==> config.mk <==
export PLATFORM = sky130hd
export DESIGN_NAME = step_pulse_gen
export DESIGN_NICKNAME = d
export VERILOG_FILES = /design/src/rtl/tr_pkg.sv /design/src/rtl/phase_timer.sv /design/src/rtl/step_pulse_gen.sv
export SDC_FILE = /design/constraint.sdc
export NUM_CORES = 1
export LEC_CHECK = 0
export BUFFER_PORTS_ARGS = -buffer_cell sky130_fd_sc_hd__buf_2
export CAP_MARGIN = 20
export CORE_MARGIN = 2
export CORE_UTILIZATION = 61
export DETAILED_ROUTE_END_ITERATION = 16
export PLACE_DENSITY = 0.85
export SYNTH_ARGS = -nofsm -noshare
export SYNTH_HDL_FRONTEND = slang
export SYNTH_SLANG_ARGS = --single-unit
==> constraint.sdc <==
create_clock -name clk -period 5.52 [get_ports clk]
set_clock_uncertainty 0.15 [all_clocks]
set_input_delay 0.552 -clock clk [delete_from_list [all_inputs] [get_ports clk]]
set_output_delay 0.552 -clock clk [all_outputs]
set_load 0.01 [all_outputs]
==> src/rtl/tr_pkg.sv <==
// Shared state encoding and default timing constants for the step pulse generator.
package tr_pkg;
  typedef enum logic [1:0] {
    S_IDLE     = 2'd0,
    S_DIR_WAIT = 2'd1,
    S_HIGH     = 2'd2,
    S_LOW      = 2'd3
  } state_t;

  localparam int unsigned TR_PULSE_HIGH = 50;
  localparam int unsigned TR_DIR_SETUP  = 250;
  localparam int unsigned TR_MIN_PERIOD = 100;
endpackage

==> src/rtl/phase_timer.sv <==
// Loadable down-counter; o_term is high once the count reaches zero, so a load
// of N-1 on phase entry makes the phase last exactly N cycles.
module phase_timer #(
  parameter int unsigned W = 16
) (
  input  logic         clk,
  input  logic         rst,
  input  logic         i_load,
  input  logic [W-1:0] i_val,
  output logic         o_term
);
  logic [W-1:0] r_cnt;

  always_ff @(posedge clk) begin
    if (rst)              r_cnt <= '0;
    else if (i_load)      r_cnt <= i_val;
    else if (r_cnt != '0) r_cnt <= r_cnt - W'(1);
  end

  assign o_term = (r_cnt == '0);
endmodule

==> src/rtl/step_pulse_gen.sv <==
// STEP/DIR pulse generator: issues n_steps STEP pulses at a clamped period,
// with DIR setup on direction change and non-truncating abort on enable loss.
module step_pulse_gen
  import tr_pkg::*;
#(
  parameter int unsigned WIDTH_WORK = 16,
  parameter int unsigned PULSE_HIGH = TR_PULSE_HIGH,
  parameter int unsigned DIR_SETUP  = TR_DIR_SETUP,
  parameter int unsigned MIN_PERIOD = TR_MIN_PERIOD
) (
  input  logic                  clk,
  input  logic                  rst,
  input  logic                  enable,
  input  logic                  start,
  input  logic                  dir_req,
  input  logic [WIDTH_WORK:0]   n_steps,
  input  logic [WIDTH_WORK-1:0] period,
  output logic                  busy,
  output logic                  done,
  output logic                  aborted,
  output logic [WIDTH_WORK:0]   step_count,
  output logic                  drv_step,
  output logic                  drv_dir,
  output logic                  drv_enable
);
  localparam logic [WIDTH_WORK-1:0] LP_HIGH_LD = WIDTH_WORK'(PULSE_HIGH - 1);
  localparam logic [WIDTH_WORK-1:0] LP_DIR_LD  = WIDTH_WORK'(DIR_SETUP - 1);
  localparam logic [WIDTH_WORK-1:0] LP_MIN     = WIDTH_WORK'(MIN_PERIOD);
  localparam logic [WIDTH_WORK-1:0] LP_LOW_OFS = WIDTH_WORK'(PULSE_HIGH + 1);
  localparam logic [WIDTH_WORK:0]   LP_ONE     = (WIDTH_WORK+1)'(1);

  state_t                r_state, w_next;
  logic [WIDTH_WORK:0]   r_n_steps, r_step_count;
  logic [WIDTH_WORK-1:0] r_eff_period, w_eff, w_load_val;
  logic                  r_dir, r_step, r_enable, r_done, r_aborted, r_abort_pend;
  logic                  w_accept, w_load, w_inc, w_done, w_abort, w_term;

  phase_timer #(.W(WIDTH_WORK)) u_timer (
    .clk    (clk),
    .rst    (rst),
    .i_load (w_load),
    .i_val  (w_load_val),
    .o_term (w_term)
  );

  assign w_eff = (period < LP_MIN) ? LP_MIN : period;

  always_comb begin
    w_next     = r_state;
    w_load     = 1'b0;
    w_load_val = '0;
    w_inc      = 1'b0;
    w_done     = 1'b0;
    w_abort    = 1'b0;
    w_accept   = start && enable && (r_state == S_IDLE);
    case (r_state)
      S_IDLE: begin
        if (w_accept && n_steps != '0) begin
          w_load = 1'b1;
          if (dir_req != r_dir) begin
            w_next     = S_DIR_WAIT;
            w_load_val = LP_DIR_LD;
          end else begin
            w_next     = S_HIGH;
            w_load_val = LP_HIGH_LD;
            w_inc      = 1'b1;
          end
        end else if (w_accept) begin
          w_done = 1'b1;
        end
      end
      S_DIR_WAIT: begin
        if (!enable) begin
          w_next = S_IDLE; w_done = 1'b1; w_abort = 1'b1;
        end else if (w_term) begin
          w_next = S_HIGH; w_load = 1'b1; w_load_val = LP_HIGH_LD; w_inc = 1'b1;
        end
      end
      S_HIGH: begin
        // Enable loss during HIGH is deferred so the pulse keeps its full width.
        if (w_term) begin
          if (r_abort_pend || !enable) begin
            w_next = S_IDLE; w_done = 1'b1; w_abort = 1'b1;
          end else begin
            w_next = S_LOW; w_load = 1'b1; w_load_val = r_eff_period - LP_LOW_OFS;
          end
        end
      end
      S_LOW: begin
        if (!enable) begin
          w_next = S_IDLE; w_done = 1'b1; w_abort = 1'b1;
        end else if (w_term) begin
          if (r_step_count == r_n_steps) begin
            w_next = S_IDLE; w_done = 1'b1;
          end else begin
            w_next = S_HIGH; w_load = 1'b1; w_load_val = LP_HIGH_LD; w_inc = 1'b1;
          end
        end
      end
      default: w_next = S_IDLE;
    endcase
  end

  always_ff @(posedge clk) begin
    if (rst) begin
      r_state      <= S_IDLE;
      r_n_steps    <= '0;
      r_eff_period <= '0;
      r_step_count <= '0;
      r_dir        <= 1'b0;
      r_step       <= 1'b0;
      r_enable     <= 1'b0;
      r_done       <= 1'b0;
      r_aborted    <= 1'b0;
      r_abort_pend <= 1'b0;
    end else begin
      r_state      <= w_next;
      r_enable     <= enable;
      r_done       <= w_done;
      r_aborted    <= w_abort;
      r_step       <= (w_next == S_HIGH);
      r_abort_pend <= (r_state == S_HIGH && w_next == S_HIGH) ? (r_abort_pend | ~enable) : 1'b0;
      if (w_accept) begin
        r_n_steps    <= n_steps;
        r_eff_period <= w_eff;
        r_step_count <= w_inc ? LP_ONE : '0;
        if (n_steps != '0) r_dir <= dir_req;
      end else if (w_inc) begin
        r_step_count <= r_step_count + LP_ONE;
      end
    end
  end

  assign busy       = (r_state != S_IDLE);
  assign done       = r_done;
  assign aborted    = r_aborted;
  assign step_count = r_step_count;
  assign drv_step   = r_step;
  assign drv_dir    = r_dir;
  assign drv_enable = r_enable;
endmodule

==> metrics, run 1 <==
Distinct cells, synth 54; Worst Setup End Kind flop; htree depth 3; DR WL met2 4360 um; Post-Syn Area 3760 um^2; DRT Pass-1 Iters 4; 1st-iter DRT viols 227; Placed Instances 584; Post-synth EDFFs 0; internal power 1.17 mW; switching power total 0.650 mW; met1 WL 4160 um; worst vdd ir 0.279 mV; status finished clean; cell mode on critical path nor2_1; setup TNS 0 ps; Mapped Nets 508; hold slack 277 ps; share of the core filled with cells 0.731; synth top area cells dfxtp_1 39%, nand2_1 7.7%, a21oi_1 5.8%, xnor2_1 5.4%, xor2_1 4.4%; Hold-fix buffers, CTS 0; max cap viols 0; die height 82.6 um; Non-Filler Instances 600; Layout area overhead 15.7%; Final Cell Area 4350 um^2; min Tclk post-route 2790 ps; Power Total 1.82 mW; RSZ-0062 raised after global routing no; Yosys reg bits 74; cell family with most CP delay simple AND/OR/NAND/NOR gates; slew at the pin closest to its max-slew limit 1030 ps; sequential share of power 0.383; Clock transition at path regs 80 ps; GPL Wtd Cong 0.952; pre-CTS WS 2600 ps; final worst path period share 0.505; Req. time, crit path 5600 ps; initial antenna violation count 0; CP Launch Type flop; WL per Instance 15.7 um; share of cells above drive strength 1 0.179; FMAX 359 MHz; PwrDens 418 nW/um^2; standby leakage power 1.77 nW; detailed-route DRC error count 0; fraction of registers with async set/reset 0; Placeable Area 5960 um^2; crit path cell chain nor2_1 -> nand3_1 -> a21oi_1 -> nor2_1 -> a221oi_1 -> nor2_1; Port Buffers 60; post_cts resized 0; Longest Clk Path Bufs 2; uppermost layer routed met4; CP Class reg2reg; CTS sink cnt 74; DR vias 3622; Row Count 28; ys flop type dfxtp_1; # diodes 0; first-pass GRT wire length 14800 um; part of the power in combinational logic 0.338; vias in the first global route 3200; CP max FO 26; Num CTS Buffers 9; worst path arrival time 2860 ps; Ys Warns 0; Critical Path Max Stage Delay 740 ps; final worst slack 2730 ps; max_slew headroom 0.310; die span in x 82.6 um; Starting Density 0.632; area leader, netlist dfxtp_1; DP HPWL 6740 um; buffer and inverter count on the worst path 0; layout net count 562; Hold Crit Class in2reg; antenna viol nets, final 0; Clk pwr share 0.279; IO Pins 61; WL final 9420 um; switching share of power 0.357; Vias/cell 6.04; DIE AREA 6820 um^2; Placed Area 4110 um^2; Clock Root Buffer clkbuf_8; Final Hold Vio Count 0; largest net degree at the start of global routing 51; Clk Latency, worst-skew pair 350 ps; Synth Instances 466; syn avg cell area 8.08 um^2; Final setup viols 0; CTS tree yes; GRT Overall Usage 0.289; Remaining Overflow, GRT 0; area share of the largest cell type after synthesis 0.393; Post-CTS Setup Bufs 0; cell with the largest stage delay on the worst path nand3_1; Met3 Wirelength 633 um; Seq/Total Area, Yosys 0.393; Max Slew Vio Count 0
-- area by class of cell --
cell class                      instances  area, um^2
Fill cell                             471        1600
Clock inverter                          7         118
Clock buffer                            9         124
Timing Repair Buffer                   64         330
Tap cell                               75        93.8
Inverter                                6        22.5
Multi-Input combinational cell        365        2180
Sequential cell                        74        1480
-- registers in the layout (all words and copies together), names as in the netlist --
signal and count:
r_eff_period 16, u_timer.r_cnt 16, step_count 17, drv_step 1, drv_dir 1, r_abort_pend 1
r_n_steps 17, r_state 2, aborted 1, drv_enable 1, done 1
-- logic make-up (layout without fill, tap and decap cells) --
kind of cell,count (synthesis),in the layout,synth area share
and+or+nand+nor,217,217,0.298
AOI/OAI and AO/OA,98,98,0.159
DFF,74,74,0.393
xor gates and xnor gates,42,42,0.0977
buffers and inverters,27,86,0.0272
adders and majority gates,4,4,0.0133
muxes,4,4,0.0106
-- layout by cell type (no fill, tap or decap), types with 4 or more instances in the layout --
| master | synthesis | final |
|---|---|---|
| nand4_1 | 5 | 5 |
| or3_1 | 12 | 12 |
| a21oi_1 | 44 | 44 |
| nand2_1 | 77 | 77 |
| clkbuf_8 | 0 | 9 |
| a22o_1 | 8 | 8 |
| buf_2 | 1 | 60 |
| and3_1 | 7 | 7 |
| nand3_1 | 20 | 20 |
| mux2i_1 | 4 | 4 |
| nor3_1 | 16 | 16 |
| or4_1 | 8 | 8 |
| nor2b_1 | 5 | 5 |
| inv_1 | 6 | 6 |
| xnor2_1 | 23 | 23 |
| nor2_1 | 34 | 34 |
| ha_1 | 4 | 4 |
| xor2_1 | 19 | 19 |
| dfxtp_1 | 74 | 74 |
| buf_4 | 0 | 4 |
| o21ai_0 | 20 | 20 |
| nand2b_1 | 4 | 4 |
| nor4_1 | 10 | 10 |
-- metal layers --
| layer | up-vias | global-route usage |
|---|---|---|
| met5 | - | 0 |
| met4 | 0 | 0.138 |
| met3 | 27 | 0.0543 |
| met2 | 137 | 0.457 |
| met1 | 1687 | 0.380 |
| li1 | 1771 | - |
-- Yosys cell counts (4+ instances only) --
| cell type | instances |
|---|---|
| nand4_1 | 5 |
| nor2_1 | 34 |
| clkbuf_1 | 18 |
| xor2_1 | 19 |
| o21ai_0 | 20 |
| a21oi_1 | 44 |
| mux2i_1 | 4 |
| or4_1 | 8 |
| and3_1 | 7 |
| nand2_1 | 77 |
| nand2b_1 | 4 |
| nor2b_1 | 5 |
| a22o_1 | 8 |
| or3_1 | 12 |
| xnor2_1 | 23 |
| dfxtp_1 | 74 |
| ha_1 | 4 |
| nor3_1 | 16 |
| nand3_1 | 20 |
| inv_1 | 6 |
| nor4_1 | 10 |
-- power groups by stage --
stage / Sequential [mW] / Clock, mW / Combinational, mW
finish: 0.699 / 0.508 / 0.615
global route: 0.708 / 0.529 / 0.677
CTS: 0.696 / 0.508 / 0.609
detailed placement: 0.708 / 0 / 0.601
global placement: 0.702 / 0 / 0.592
floorplan: 0.689 / 0 / 0.485
-- final timing paths --
kind,slack [ps],startpoint,cells past startpoint,end
worst max register to register,2730,r_state[0]$_SDFF_PP0_,6,u_timer.r_cnt[3]$_SDFFE_PP0P_
worst min-delay path,280,period[1],2,r_eff_period[1]$_SDFFE_PP0P_
worst min register to register,320,r_n_steps[2]$_SDFFE_PP0P_,2,r_n_steps[2]$_SDFFE_PP0P_
worst max-delay path,2730,r_state[0]$_SDFF_PP0_,6,u_timer.r_cnt[3]$_SDFFE_PP0P_
-- worst register-to-register path: cells and delay by family, from the launching register on --
kind | cells | cell delay [ps]
AO/OA/AOI/OAI | 2 | 990
flip-flops | 1 | 390
AND/OR/NAND/NOR | 4 | 1130
Note: power is estimated with default switching activity, not from simulation.
==> inputs of run 2 (changes only) <==
--- a/config.mk
+++ b/config.mk
@@ -8,9 +8,9 @@
 export BUFFER_PORTS_ARGS = -buffer_cell sky130_fd_sc_hd__buf_2
 export CAP_MARGIN = 20
 export CORE_MARGIN = 2
-export CORE_UTILIZATION = 61
+export CORE_UTILIZATION = 56
 export DETAILED_ROUTE_END_ITERATION = 16
-export PLACE_DENSITY = 0.85
+export PLACE_DENSITY = 0.79
 export SYNTH_ARGS = -nofsm -noshare
 export SYNTH_HDL_FRONTEND = slang
 export SYNTH_SLANG_ARGS = --single-unit
==> constraint.sdc (replaced) <==
create_clock -name clk -period 2.6 [get_ports clk]
set_clock_uncertainty 0.15 [all_clocks]
set_input_delay 0.26 -clock clk [delete_from_list [all_inputs] [get_ports clk]]
set_output_delay 0.26 -clock clk [all_outputs]
set_load 0.01 [all_outputs]
==> run 2 against run 1 <==
First-iteration DRC count increased by 8.4%. Critical path depth increased by 2. Register-to-register slack got worse by 2600 ps. The run now ends with hold timing left. Worst hold slack got worse by 280 ps. Via count up 5.9%. Fmax rose by 11%. Non-clock buffer count rose by 36.
==> metrics, run 2 (synthesis gave the netlist of run 1 again) <==
Final setup viols 0 (unchanged); Num CTS Buffers 9 (unchanged); min Tclk post-route 2500 ps (was 2790 ps); area of the multi-input gates 2210 um^2 (was 2180 um^2); CP Class reg2reg (unchanged); detailed-route DRC error count 0 (unchanged); largest net degree at the start of global routing 22 (was 51); standby leakage power 1.92 nW (was 1.77 nW); GRT Max-Usage Layer met2 (unchanged); share of the core filled with cells 0.723 (was 0.731); crit path cell chain inv_1 -> ha_2 -> or4b_4 -> nor3_1 -> o21ai_2 -> buf_4 -> or4_1 -> nand2_1 (was nor2_1 -> nand3_1 -> a21oi_1 -> nor2_1 -> a221oi_1 -> nor2_1); DRT Pass-1 Iters 6 (was 4); met3 usage 0.0539 (was 0.0543); buffer and inverter count on the worst path 2 (was 0); worst vdd ir 0.382 mV (was 0.279 mV); Hold Crit Class in2reg (unchanged); die span in x 86.0 um (was 82.6 um); cell with the largest stage delay on the worst path or4b_4 (was nand3_1); commonest non-fill, non-tap cell in the layout nand2_1 (unchanged); Worst Setup End Kind flop (unchanged); Clk pwr share 0.228 (was 0.279); layout net count 598 (was 562); Layout fillers 492 (was 471); CTS tree yes (unchanged); IO Pins 61 (unchanged); vias in the first global route 3544 (was 3200); DR vias 3837 (was 3622); slew at the pin closest to its max-slew limit 535 ps (was 1030 ps); Port Buffers 60 (unchanged); failing checks hold timing; setup TNS 0 ps (unchanged); final worst slack 97.3 ps (was 2730 ps); Clock transition at path regs 90 ps (was 80 ps); htree depth 3 (unchanged); Clock Root Buffer clkbuf_8 (unchanged); Seq. cell area 1480 um^2 (about the same); worst setup path startpoint u_timer.r_cnt[0]$_SDFFE_PP0P_ (was r_state[0]$_SDFF_PP0_); switching power total 1.51 mW (was 0.650 mW); sequential share of power 0.383 (about the same); Layout area overhead 23.3% (was 15.7%); initial antenna violation count 0 (unchanged); pre-CTS WS 55.1 ps (was 2600 ps); Longest Clk Path Bufs 2 (unchanged); hold slack -0.806 ps (was 277 ps); first-pass GRT wire length 17000 um (was 14800 um); Starting Density 0.586 (was 0.632); die height 86.0 um (was 82.6 um); internal power 2.37 mW (was 1.17 mW); 1st-iter DRT viols 246 (was 227); Req. time, crit path 2750 ps (was 5600 ps); Row Count 29 (was 28); CTS sink cnt 74 (unchanged); CP max FO 14 (was 26); cell family with most CP delay simple AND/OR/NAND/NOR gates (unchanged); Critical Path Max Stage Delay 500 ps (was 740 ps); worst hold start n_steps[11] (was period[1]); Max Slew Vio Count 0 (unchanged); Vias/cell 6.01 (was 6.04); max cap viols 0 (unchanged); share of cells above drive strength 1 0.214 (was 0.179); Clk Latency, worst-skew pair 360 ps (was 350 ps); status finished with violations (was finished clean); part of the power in combinational logic 0.388 (was 0.338); # diodes 0 (unchanged); WL final 10200 um (was 9420 um); GRT Overall Usage 0.287 (was 0.289); reg-to-reg startpoint u_timer.r_cnt[0]$_SDFFE_PP0P_ (was r_state[0]$_SDFF_PP0_); GPL Wtd Cong 0.903 (was 0.952); grt met2 use 0.452 (was 0.457); worst path arrival time 2660 ps (was 2860 ps); PwrDens 835 nW/um^2 (was 418 nW/um^2); FMAX 400 MHz (was 359 MHz); antenna viol nets, final 0 (unchanged); final worst path period share 0.963 (was 0.505); Final Hold Vio Count 2 (was 0); WL per Instance 16.0 um (was 15.7 um); max_slew headroom 0.642 (was 0.310); met1 Track Usage GR 0.396 (was 0.380); Placeable Area 6420 um^2 (was 5960 um^2); Remaining Overflow, GRT 0 (unchanged); DIE AREA 7400 um^2 (was 6820 um^2); highest-count cells in the layout ignoring fill and taps 77 x nand2_1, 73 x dfxtp_1, 60 x buf_2 (was 77 x nand2_1, 74 x dfxtp_1, 60 x buf_2); CP Launch Type flop (unchanged); switching share of power 0.388 (was 0.357); DP HPWL 7370 um (was 6740 um)
==> run 2: worst register-to-register path: cells and delay by family (launching register included) <==
family / cells / cell delay, ps
AO/OA/AOI/OAI: 1 / 170
adder cells (fa/ha/maj): 1 / 180
buffers and inverters: 2 / 310
flip-flops: 1 / 330
AND/OR/NAND/NOR: 4 / 1330
==> run 2: per-stage QoR <==
stage | std cells | instance area, um^2 | power (mW) | hold slack [ps]
2_1_floorplan | 466 | 3760 | 2.49 | 236
3_3_place_gp | 603 | 4240 | 2.83 | 306
3_5_place_dp | 603 | 4240 | 2.87 | 310
4_1_cts | 635 | 4590 | 3.76 | 0.756
5_1_grt | 638 | 4640 | 4.10 | 7.45
6_report | 638 | 4640 | 3.88 | -0.806
==> run 2: worst paths after layout <==
check,to,slack (ps),cells past startpoint
max,step_count[12]$_SDFFE_PP0P_,100,8
min,r_n_steps[11]$_SDFFE_PP0P_,-0.8,3
max reg2reg,step_count[12]$_SDFFE_PP0P_,100,8
min reg2reg,r_n_steps[0]$_SDFFE_PP0P_,320,2
==> run 2: metal layers <==
| metal | vias to the layer above | part of all wire |
|---|---|---|
| met4 | 0 | 0.018 |
| li1 | 1844 | - |
| met2 | 149 | 0.46 |
| met1 | 1819 | 0.46 |
| met5 | - | 0 |
| met3 | 25 | 0.066 |
==> run 2: power groups by stage <==
stage / clock network, mW / registers (mW) / logic, mW
floorplan: 0 / 1.46 / 1.03
global placement: 0 / 1.49 / 1.34
detailed placement: 0 / 1.50 / 1.37
CTS: 0.890 / 1.48 / 1.39
global route: 0.939 / 1.51 / 1.66
finish: 0.885 / 1.49 / 1.51
==> run 2: area by class of cell <==
class,instances,share of cell area
Clock buffer,9,0.0267
Clock inverter,7,0.0143
Inverter,6,0.00485
Multi-Input combinational cell,365,0.476
Sequential cell,74,0.319
Tap cell,77,0.0208
Timing Repair Buffer,100,0.138
==> run 2: repair_timing <==
action	in CTS	in global routing
gates resized for setup	0	7
hold endpoints to repair	16	0
setup buffers	0	3
setup endpoints to repair	0	19
hold buffers	16	0
